===== config.mk =====
export PLATFORM = sky130hd
export DESIGN_NAME = handshake_sync_arbiter_flat
export DESIGN_NICKNAME = d
export VERILOG_FILES = /design/src/rtl/handshake_sync_arbiter_pkg.sv /design/src/rtl/handshake_sync_arbiter_if.sv /design/src/rtl/handshake_sync_arbiter_rr_priority_picker.sv /design/src/rtl/handshake_sync_arbiter.sv /design/src/flat_wrapper.sv
export SDC_FILE = /design/constraint.sdc
export NUM_CORES = 1
export LEC_CHECK = 0
export BUFFER_PORTS_ARGS = -buffer_cell sky130_fd_sc_hd__buf_2
export CAP_MARGIN = 20
export CORE_AREA = 3 3 95 97
export CTS_CLUSTER_DIAMETER = 30
export CTS_CLUSTER_SIZE = 12
export DETAILED_ROUTE_END_ITERATION = 10
export DIE_AREA = 0 0 98 100
export GPL_TIMING_DRIVEN = 0
export HOLD_SLACK_MARGIN = 0.05
export PLACE_DENSITY = 0.86
export SYNTH_ARGS = -nofsm -noshare
export SYNTH_HDL_FRONTEND = slang
export SYNTH_SLANG_ARGS = --single-unit

===== constraint.sdc =====
create_clock -name src_clk -period 4 [get_ports src_clk]
set_input_delay 0.2 -clock src_clk [delete_from_list [all_inputs] [get_ports src_clk]]
set_output_delay 0.2 -clock src_clk [all_outputs]
set_load 0.03 [all_outputs]

===== src/rtl/handshake_sync_arbiter_pkg.sv =====
// Shared types and defaults for the handshake synchronizer front-end arbiter.
package handshake_sync_pkg;
  typedef enum logic [1:0] {IDLE, LAUNCH, RELEASE} state_t;

  localparam int DEF_DATA_WIDTH = 32;
  localparam int DEF_NUM_REQ    = 4;
  localparam int DEF_CNT_WIDTH  = 16;
  localparam int ID_WIDTH       = $clog2(DEF_NUM_REQ);
endpackage


===== src/rtl/handshake_sync_arbiter_if.sv =====
// Requester bus plus synchronizer sender port, as seen by the arbiter (master).
interface handshake_sync_arbiter_if
  import handshake_sync_pkg::*;
#(
  parameter int DATA_WIDTH = DEF_DATA_WIDTH,
  parameter int NUM_REQ    = DEF_NUM_REQ,
  parameter int CNT_WIDTH  = DEF_CNT_WIDTH
);
  localparam int IDW = $clog2(NUM_REQ);

  logic [NUM_REQ-1:0]                 req;
  logic [NUM_REQ-1:0][DATA_WIDTH-1:0] req_data;
  logic [NUM_REQ-1:0]                 ack;
  logic                               sync_start;
  logic [DATA_WIDTH-1:0]              sync_data;
  logic                               sync_ready;
  logic                               busy;
  logic [IDW-1:0]                     grant_id;
  logic [CNT_WIDTH-1:0]               xfer_count;

  modport master (
    input  req, req_data, sync_ready,
    output ack, sync_start, sync_data, busy, grant_id, xfer_count
  );

  modport slave (
    output req, req_data, sync_ready,
    input  ack, sync_start, sync_data, busy, grant_id, xfer_count
  );
endinterface


===== src/rtl/handshake_sync_arbiter_rr_priority_picker.sv =====
// Combinational round-robin picker: first set request scanning upward from i_last+1.
module rr_priority_picker #(
  parameter int NUM_REQ = 4,
  parameter int ID_W    = $clog2(NUM_REQ)
) (
  input  logic [NUM_REQ-1:0] i_req,
  input  logic [ID_W-1:0]    i_last,
  output logic [ID_W-1:0]    o_winner,
  output logic               o_valid
);
  logic [ID_W-1:0] w_idx;

  // Walk from lowest to highest priority so the closest-after-last hit wins.
  always_comb begin
    o_winner = '0;
    o_valid  = 1'b0;
    w_idx    = '0;
    for (int i = NUM_REQ; i >= 1; i--) begin
      w_idx = ID_W'((int'(i_last) + i) % NUM_REQ);
      if (i_req[w_idx]) begin
        o_winner = w_idx;
        o_valid  = 1'b1;
      end
    end
  end
endmodule


===== src/rtl/handshake_sync_arbiter.sv =====
// Round-robin scheduler sharing one handshake_synchronizer sender port among NUM_REQ requesters.
module handshake_sync_arbiter
  import handshake_sync_pkg::*;
#(
  parameter int DATA_WIDTH = DEF_DATA_WIDTH,
  parameter int NUM_REQ    = DEF_NUM_REQ,
  parameter int CNT_WIDTH  = DEF_CNT_WIDTH
) (
  input logic                    src_clk,
  input logic                    src_reset,
  handshake_sync_arbiter_if.master bus
);
  localparam int IDW = $clog2(NUM_REQ);
  localparam logic [IDW-1:0]     LAST_ID = IDW'(NUM_REQ - 1);
  localparam logic [NUM_REQ-1:0] ONE_HOT = NUM_REQ'(1);

  state_t                r_state;
  logic                  r_start;
  logic [DATA_WIDTH-1:0] r_data;
  logic [NUM_REQ-1:0]    r_ack;
  logic                  r_busy;
  logic [IDW-1:0]        r_gid;
  logic [CNT_WIDTH-1:0]  r_cnt;

  logic [IDW-1:0]        w_winner;
  logic                  w_valid;

  rr_priority_picker #(.NUM_REQ(NUM_REQ), .ID_W(IDW)) u_pick (
    .i_req    (bus.req),
    .i_last   (r_gid),
    .o_winner (w_winner),
    .o_valid  (w_valid)
  );

  // r_gid resets to the last index so requester 0 wins the first arbitration.
  always_ff @(posedge src_clk or negedge src_reset) begin
    if (!src_reset) begin
      r_state <= IDLE;
      r_start <= 1'b0;
      r_data  <= '0;
      r_ack   <= '0;
      r_busy  <= 1'b0;
      r_gid   <= LAST_ID;
      r_cnt   <= '0;
    end else begin
      case (r_state)
        IDLE: begin
          if (w_valid && bus.sync_ready) begin
            r_gid   <= w_winner;
            r_data  <= bus.req_data[w_winner];
            r_start <= 1'b1;
            r_busy  <= 1'b1;
            r_state <= LAUNCH;
          end
        end
        LAUNCH: begin
          // Synchronizer took the word once it drops ready; no abort path.
          if (!bus.sync_ready) begin
            r_start <= 1'b0;
            r_ack   <= ONE_HOT << r_gid;
            r_cnt   <= r_cnt + CNT_WIDTH'(1);
            r_state <= RELEASE;
          end
        end
        RELEASE: begin
          r_ack   <= '0;
          r_busy  <= 1'b0;
          r_state <= IDLE;
        end
        default: r_state <= IDLE;
      endcase
    end
  end

  assign bus.ack        = r_ack;
  assign bus.sync_start = r_start;
  assign bus.sync_data  = r_data;
  assign bus.busy       = r_busy;
  assign bus.grant_id   = r_gid;
  assign bus.xfer_count = r_cnt;
endmodule


===== src/flat_wrapper.sv =====
// flat-port wrapper written by rule: the top's interface ports become plain ports
module handshake_sync_arbiter_flat import handshake_sync_pkg::*;
#(
  parameter int DATA_WIDTH = DEF_DATA_WIDTH,
  parameter int NUM_REQ    = DEF_NUM_REQ,
  parameter int CNT_WIDTH  = DEF_CNT_WIDTH
)
  (src_clk, src_reset, bus_req, bus_req_data, bus_sync_ready, bus_ack, bus_sync_start, bus_sync_data, bus_busy, bus_grant_id, bus_xfer_count);
  handshake_sync_arbiter_if #(.DATA_WIDTH(DATA_WIDTH), .NUM_REQ(NUM_REQ), .CNT_WIDTH(CNT_WIDTH)) bus_i ();
  input logic src_clk;
  input logic src_reset;
  input wire logic [$bits(bus_i.req)-1:0] bus_req;
  input wire logic [$bits(bus_i.req_data)-1:0] bus_req_data;
  input wire logic [$bits(bus_i.sync_ready)-1:0] bus_sync_ready;
  output wire logic [$bits(bus_i.ack)-1:0] bus_ack;
  output wire logic [$bits(bus_i.sync_start)-1:0] bus_sync_start;
  output wire logic [$bits(bus_i.sync_data)-1:0] bus_sync_data;
  output wire logic [$bits(bus_i.busy)-1:0] bus_busy;
  output wire logic [$bits(bus_i.grant_id)-1:0] bus_grant_id;
  output wire logic [$bits(bus_i.xfer_count)-1:0] bus_xfer_count;
  assign bus_i.req = bus_req;
  assign bus_i.req_data = bus_req_data;
  assign bus_i.sync_ready = bus_sync_ready;
  assign bus_ack = bus_i.ack;
  assign bus_sync_start = bus_i.sync_start;
  assign bus_sync_data = bus_i.sync_data;
  assign bus_busy = bus_i.busy;
  assign bus_grant_id = bus_i.grant_id;
  assign bus_xfer_count = bus_i.xfer_count;
  handshake_sync_arbiter #(.DATA_WIDTH(DATA_WIDTH), .NUM_REQ(NUM_REQ), .CNT_WIDTH(CNT_WIDTH)) u_core (.src_clk(src_clk), .src_reset(src_reset), .bus(bus_i));
endmodule

==> results.md, run 1 <==
Clock network:
- The clock passes through at most 2 buffers.
- Clock latency on the worst-skew pair, taken at its later pin, is 0.34 ns.
- The clock slew seen by the registers of the worst setup and hold paths is 0.08 ns.
- The number of buffers inserted by post-CTS setup repair is 0.
- The total number of H-tree levels is 3.
- The number of clock sinks is 58.
- CTS placed an instance of sky130_fd_sc_hd__clkbuf_8 at the clock tree root.
- The number of clock buffers inserted by TritonCTS is 9.
- TritonCTS built the clock tree.

Final layout:
- The final layout net count is 710.
- Of the cells placed in the final design, the portion with a size suffix greater than 1 is 45.2%.
- From synthesis to final layout, the design area changed by 35.6%.
- The design area is 5050 um2.
- The final non-filler cell total is 680.
- 0 antenna diodes ended up in the layout.

Timing:
- The routed design could run at a clock period as short as 3.71 ns.
- At the pin with the least slew margin, the transition time is ~0.74 ns.
- The number of hold-slack violations in the final timing report came to 0.
- The final cycle utilization of the critical path is 92.8%.
- For the final database, setup skew stands at between 0.009 and 0.01 ns.
- In this run the tightest slew margin relative to its limit is between 50% and 60%.
- The number of endpoints failing setup at the final stage is 0.
- The top achievable clock speed is approximately 270 MHz.
- The setup slack after layout is 0.287 ns.
- Setup repair after global routing left no endpoint under its margin.
- The number of slew-limit violations in the final report is 0.

Floorplan:
- The chip height is 100 um.
- The initial utilization of the core area, before any placement, comes to 45.4%.
- The die covers 9800 um2.
- 191 I/O pins were placed.
- The floorplan has 33 rows.
- The die outline width is 98 um.
- The core region is 8220 um2.

Synthesis:
- Counting flops and latches in the post-synthesis netlist gives 58.
- The fraction of registers with async set or reset after synthesis is 100%.
- By area the synthesized netlist is led by sky130_fd_sc_hd__dfrtp_1 38%, sky130_fd_sc_hd__mux2i_1 12%, sky130_fd_sc_hd__mux2_2 6.0%, sky130_fd_sc_hd__a221o_1 4.8%, sky130_fd_sc_hd__nand2_1 3.5%.
- The sequential share of the synthesized area is 39.0%.
- Sorting the synthesized cells by how often they occur yields 56 x sky130_fd_sc_hd__dfrtp_1, 46 x sky130_fd_sc_hd__mux2i_1, 35 x sky130_fd_sc_hd__nand2_1.
- The synthesized design spends more area on one cell type than any other, namely sky130_fd_sc_hd__dfrtp_1.
- A synthesized cell averages 10.1 um2.
- The cell area that synthesis handed to floorplanning was 3730 um2.
- The proportion of netlist area held by the largest area contributor is 37.6%.
- The number of flops mapped to enable cells by yosys is 0.
- The Yosys step of the flow raised 0 warnings.
- The unique cell type count in the Yosys netlist is 47.
- sky130_fd_sc_hd__dfrtp_1 is the most common cell in the netlist.
- Synthesis produced a netlist whose cell count is 370.
- When the netlist entered floorplanning its net count stood at 510.
- In the synthesized netlist the dominant register cell turns out to be sky130_fd_sc_hd__dfrtp_1.

Power:
- The total leakage power is between 2 and 3 nW.
- In this run switching power makes up between 40% and 50% of total power.
- The switching component of the power is 1.70 mW.
- The part of the total power dissipated in sequential elements is 25.6%.
- The overall power consumption is between 3 and 4 mW.
- The cell internal power dissipation is 2.01 mW.
- The clock power share is 16.6%.
- IR analysis of the VDD net gives a maximum drop of 0.000342 V.
- The relative contribution of combinational cells to total power is 57.7%.
- Power spread over the standard cell area amounts to 734 nW/um2.

Worst setup path:
- Broken down by cell family, the worst path's largest delay share belongs to buffers and inverters.
- The classification of the worst setup path is register to register.
- Along the worst path, the maximum fanout reaches 10.
- The cell type with the highest occurrence count on the critical path is sky130_fd_sc_hd__clkbuf_2.
- The startpoint kind of the worst setup timing path is a register.
- For this run, the slowest stage of the critical path takes 0.61 ns.
- The required arrival time at the worst endpoint is 4.20 ns.
- STA classifies the critical path endpoint as a register.
- The critical path goes through buf_6 -> clkbuf_2 -> clkbuf_2 -> inv_1 -> ha_1 -> a311oi_1 -> a311oi_2 -> buf_2 -> nand2_1 -> clkbuf_1 -> o32ai_1 -> a21oi_1.
- The critical path arrival is 3.92 ns.
- Together, buffers and inverters on the worst path number 6.
- For this design, the slowest cell found on the critical path is sky130_fd_sc_hd__dfstp_2.

Drt:
- After detailed routing, the number of vias per cell comes to about 5.6.
- The wire length on met3 is 906 um.
- The routed design uses 5930 um of met2 wire.
- The pre-antenna-repair detailed-routing pass consisted of 5 iterations.
- The final wirelength is 11,700 um.
- The wire length on met1 is approximately 4700 um.
- After detailed routing, the average wire length per cell comes to around 17 um.
- The remaining number of nets flagged by the antenna check after routing is 0.
- In the routed design, unresolved DRC markers number 0.
- The DRC marker count from the first detailed-route iteration is 169.
- The detailed router placed 3,796 vias in this run.
- The highest routed metal layer is met4.

GRT:
- The global-route usage over all layers is 23.0%.
- The aggregate global routing overflow is 0.
- The pin count of the biggest net entering global routing is 34.
- The first-pass GRT wire length is 18,300 um.
- The initial antenna violation count came to 0.
- The via count of the first global-routing pass is around 3,800.

Place:
- OpenSTA, run right after detailed placement, puts the worst setup slack at -0.0192 ns.
- The last weighted congestion value of the routability-driven placer is 0.839.
- The number of placed instances, taps included, is around 660.
- The number of I/O port buffers is 187.
- Summed over all nets, the half-perimeter wirelength after detailed placement is 9230 um.
- Summing all placed instances gives a cell area of 4810 um2.

Outcome:
- The run finished with clean final reports.

Min path:
- The worst hold-check path type is input pin to register.

Flow run:
- Max-cap violations in this run came to 0.
==> cell usage in the layout, fill, tap and decap left out, drive strengths merged, types with 2 or more instances in the layout <==
master  count
nor4        2
mux4        2
nand4       2
nor3b       2
and3        2
nand3      17
or3         2
mux2       20
dfstp       2
nor2b       2
and4        2
buf       206
o21ai       9
a221o      18
and2        2
nand2b      3
dfrtp      56
a311oi      3
o32ai      12
a21oi      20
a22o       12
xnor2      12
clkinv      3
nor2       15
mux2i      46
ha          5
nand2      35
xor2        3
bufinv      2
nor3       21
inv         8
clkbuf     21
==> metal layers <==
layer	GRT usage, %	vias up
met1	28.5	1827
met5	0	-
met2	39.7	167
met4	7.45	0
met3	5.35	18
li1	-	1784
==> cell families after synthesis <==
kind of cell             share of synthesized area, %
adder cells (fa/ha/maj)                          1.68
buffers and inverters                            4.97
flip-flops                                       39.0
multiplexers                                     19.6
AND/OR/NAND/NOR                                  15.0
XOR/XNOR                                         3.52
AO/OA/AOI/OAI                                    16.2
==> final timing paths <==
path                                                             from                                    end  slack [ns]  cells after the start
worst max-delay path               u_core.bus.grant_id[0]$_DFFE_PN1P_   u_core.bus.sync_data[26]$_DFFE_PN0P_        0.29                     12
worst min-delay path                                 bus_req_data[52]   u_core.bus.sync_data[20]$_DFFE_PN0P_        0.16                      3
worst max register to register     u_core.bus.grant_id[0]$_DFFE_PN1P_   u_core.bus.sync_data[26]$_DFFE_PN0P_        0.29                     12
worst min register to register  u_core.bus.xfer_count[15]$_DFFE_PN0P_  u_core.bus.xfer_count[15]$_DFFE_PN0P_        0.48                      1
max in group asynchronous                                   src_reset     u_core.bus.grant_id[0]$_DFFE_PN1P_        2.86                      3
min in group asynchronous                                   src_reset          u_core.bus.ack[3]$_DFFE_PN0P_        0.47                      2
==> cell type report <==
cell class / count / area, um2
multi-input combinational: 275 / 2090
fill: 720 / 3160
tap: 105 / 131
sequential: 58 / 1450
inverter: 7 / 26.3
timing repair buffer: 189 / 966
clock inverter: 7 / 103
buffer: 30 / 161
clock buffer: 9 / 124
==> sequential cells by signal (all words and copies together), names as in the netlist <==
name	count
u_core.bus.xfer_count	16
u_core.bus.sync_data	32
u_core.bus.busy	1
u_core.bus.sync_start	1
u_core.bus.ack	4
u_core.bus.grant_id	2
u_core.r_state	2
==> what timing repair did <==
item,CTS,global route
endpoints found under the setup margin,6,17
hold buffers,1,0
hold endpoints to repair,32,0
resized for setup,1,2
==> stage by stage <==
step	setup TNS, ns	util, %	hold slack [ns]
floorplan	0	-	-0.0956
global placement	0	58.4	0.457
detailed placement	-0.0506	58.6	0.301
CTS	0	61.5	0.147
global route	0	61.5	0.161
finish	0	61.5	0.157
==> power groups by stage <==
stage          Sequential [mW]  Clock, mW  Combinational [mW]
2_1_floorplan             1.35          0                1.15
3_5_place_dp             0.956          0                2.14
5_1_grt                  0.978      0.654                2.29
3_3_place_gp             0.942          0                2.09
4_1_cts                  0.947      0.628                2.15
6_report                 0.951      0.617                2.14
==> tightest hold or removal path, stage by stage <==
cell	delay [ns]
sky130_fd_sc_hd__buf_2	0.07
sky130_fd_sc_hd__mux2i_1	0.05
sky130_fd_sc_hd__a21oi_1	0.13
Note: power is estimated with default switching activity, not from simulation.
==> inputs of run 2 (changes only) <==
- CTS_CLUSTER_SIZE: 12 -> not set
- PLACE_DENSITY: 0.86 -> 0.84
- clock period: 4 -> 4.2 ns (I/O delays scaled with it)
==> results.md, run 2 (synthesized netlist as in run 1, its figures left out) <==
Outcome:
- The flow ran to the end, and the final reports show no timing, DRC or antenna violations.

Final layout:
- The fraction of final layout cells sized beyond drive strength 1 was 44.5% (-0.70 points).
- The layout-stage area growth over the synthesis result is 33.9%.
- The number of diodes is 0 (unchanged).
- The number of flip-flops under the largest register name came to 32 (unchanged).
- The final layout net count is 710 (unchanged).
- Leaving out fill and tap cells, the most frequent cell in the layout is sky130_fd_sc_hd__buf_2.
- The top cell types in the final layout, fill and taps aside, are 200 x sky130_fd_sc_hd__buf_2, 56 x sky130_fd_sc_hd__dfrtp_1, 46 x sky130_fd_sc_hd__mux2i_1.

Clock network:
- The number of clock buffers inserted by TritonCTS came to 9 (unchanged).
- The total number of H-tree levels is 3 (unchanged).
- The number of buffers inserted by post-CTS setup repair is 0 (unchanged).
- The tree is rooted in a sky130_fd_sc_hd__clkbuf_8.
- The buffer depth of the longest clock path is 2 (unchanged).
- The later-pin clock latency in the skew report is 0.32 ns (-0.02 ns).
- The clock slew seen by the registers of the worst setup and hold paths was 0.07 ns (about the same).
- The number of clock sinks is 58 (unchanged).
- TritonCTS built the clock tree.

Drt:
- The number of optimization iterations in the first detailed-route pass is 5 (unchanged).
- The routed via count divided by cell count was 5.61 (+0.50%).
- The post-route DRC violation count came to 0 (unchanged).
- The remaining number of nets flagged by the antenna check after routing is 0 (unchanged).
- The routed length per instance is 17.0 um (-1.6%).
- The final wirelength is 11,600 um (-1.6%).
- The total via count in the routed design is 3,815 (+0.50%).
- The DRC marker count from the first detailed-route iteration came to 142 (-16%).

Power:
- The ratio of total power to cell area is 678 nW/um2 (-7.7%).
- The total leakage power is 2.51 nW (-1.0%).
- The worst-case vdd ir drop is 0.000481 V (+41%).
- The overall power consumption came to 3.38 mW (-8.8%).

Worst setup path:
- Grouping stages by cell kind, the critical path spends the most delay in buffers and inverters.
- The worst setup path is of the register to register kind.
- Traced cell by cell, the critical path runs through buf_6 -> clkbuf_1 -> clkbuf_2 -> inv_1 -> ha_1 -> nor2_1 -> a211o_1 -> a311oi_1 -> or3_1 -> buf_2 -> buf_2 -> mux2i_1 -> o221ai_1.
- STA classifies the critical path startpoint as a register.
- Among all stages on the critical path, the largest delay is contributed by sky130_fd_sc_hd__dfstp_2.
- The maximum fanout along the worst path is 10 (unchanged).
- The required arrival time at the worst endpoint is 4.39 ns (+0.19 ns).
- The cell type with the highest occurrence count on the critical path is sky130_fd_sc_hd__buf_2.
- STA classifies the critical path endpoint as a register.
- The critical path arrival came to 4.05 ns (+0.13 ns).
- The delay of the slowest critical-path stage is 0.60 ns (about the same).
- The number of buffers and inverters on the critical path is 6 (unchanged).

Timing:
- Setup repair after global routing left no endpoint under its margin.
- The number of endpoints failing setup at the final stage is 0 (unchanged).
- The slew of the pin with the lowest slew margin came to 0.663 ns (-0.0789 ns).
- The clock tree skew after final layout is 0.00830 ns (-0.00101 ns).
- The sum of negative setup slack is 0 ns (unchanged).
- The tightest slew margin relative to the limit came to 55.5% (+4.9 points).
- The minimum period implied by the final worst setup slack is 3.85 ns (+0.141 ns).
- The top achievable clock speed is 259 MHz (-3.7%).
- The number of slew-limit violations in the final report was 0 (unchanged).
- The number of hold-slack violations in the final timing report is 0 (unchanged).
- The final cycle utilization of the critical path is 91.8% (-1.1 points).

GRT:
- The aggregate global routing overflow is 0 (unchanged).
- The initial antenna violation count is 0 (unchanged).
- The via count of the first global-routing pass came to 3,864 (+1.4%).
- The pin count of the biggest net entering global routing came to 31 (-8.8%).
- The global-route usage over all layers is 23.7% (+0.73 points).
- The first-pass GRT wire length is 19,000 um (+3.9%).

Min path:
- The min-delay analysis places its worst path in the category input pin to register.

Place:
- The sum of net half-perimeters after detailed placement is 9200 um (-0.36%).
- The last weighted congestion value of the routability-driven placer came to 0.846 (+0.85%).
- The number of I/O port buffers is 187 (unchanged).

Flow run:
- The number of violations of the max-capacitance limit came to 0 (unchanged).

Floorplan:
- The effective utilization at floorplan was 45.4% (unchanged).
- The chip height is 100 um (unchanged).
- The die footprint is 9800 um2 (unchanged).
- The die outline width is 98 um (unchanged).
- The placeable core region is 8220 um2 (unchanged).
- The number of top-level pins is 191 (unchanged).
- The number of placement rows is 33 (unchanged).
-- run 2: cell types whose count changed in the layout (fill, tap and decap cells not counted), moves of 2 or more --
cell | before | now
sky130_fd_sc_hd__clkbuf_1 | 10 | 14
sky130_fd_sc_hd__clkinv_2 | 0 | 3
sky130_fd_sc_hd__clkinv_4 | 3 | 0
sky130_fd_sc_hd__bufinv_16 | 2 | 0
-- run 2: final timing paths --
kind | startpoint | to | slack, ns | cells after the start
min in group asynchronous | src_reset | u_core.bus.ack[0]$_DFFE_PN0P_ | 0.46 | 2
min | bus_req_data[58] | u_core.bus.sync_data[26]$_DFFE_PN0P_ | 0.18 | 3
min reg2reg | u_core.bus.sync_data[30]$_DFFE_PN0P_ | u_core.bus.sync_data[30]$_DFFE_PN0P_ | 0.48 | 2
max reg2reg | u_core.bus.grant_id[0]$_DFFE_PN1P_ | u_core.bus.sync_data[29]$_DFFE_PN0P_ | 0.35 | 13
max in group asynchronous | src_reset | u_core.bus.grant_id[1]$_DFFE_PN1P_ | 3.08 | 3
max | u_core.bus.grant_id[0]$_DFFE_PN1P_ | u_core.bus.sync_data[29]$_DFFE_PN0P_ | 0.35 | 13
-- run 2: cell type report --
type                       count  area (um2)
buffer                        30         160
clock buffer                  13         149
clock inverter                 3        15.0
fill                         741        3230
inverter                       7        26.3
multi-input combinational    275        2090
sequential                    58        1450
tap                          105         131
timing repair buffer         189         966
-- run 2: per-layer routing --
layer  global-route usage, %  vias up  wire [um]
met3                    5.14       26        892
met2                    41.2      180       5930
li1                        -     1781          -
met5                       0        -          0
met4                    6.71        0        207
met1                    29.8     1828       4530
-- run 2: worst min-delay path: cells and delay by family --
| family | cells | cell delay, ns |
|---|---|---|
| AOI/OAI and AO/OA | 1 | 0.13 |
| buffers and inverters | 1 | 0.07 |
| muxes | 1 | 0.05 |
-- run 2: what timing repair did --
action	CTS	global route
resized for setup	0	2
hold buffers	1	0
hold endpoints to repair	28	0
endpoints found under the setup margin	0	16
-- run 2: stage by stage --
stage	utilization (%)	worst slack, ns	area, um2	std cells	hold slack (ns)
floorplan	-	0.738	3730	370	-0.0856
global placement	58.4	0.314	4790	662	0.460
detailed placement	58.6	0.228	4810	663	0.272
CTS	60.7	0.208	4990	680	0.172
global route	60.7	0.0347	4990	680	0.194
finish	60.7	0.346	4990	680	0.184
-- run 2: where the power goes --
group | switching [mW] | internal [mW] | leakage (nW)
clock | 0.210 | 0.228 | 0.0872
combinational | 1.22 | 0.812 | 1.70
sequential | 0.148 | 0.763 | 0.716
total | 1.58 | 1.80 | 2.51
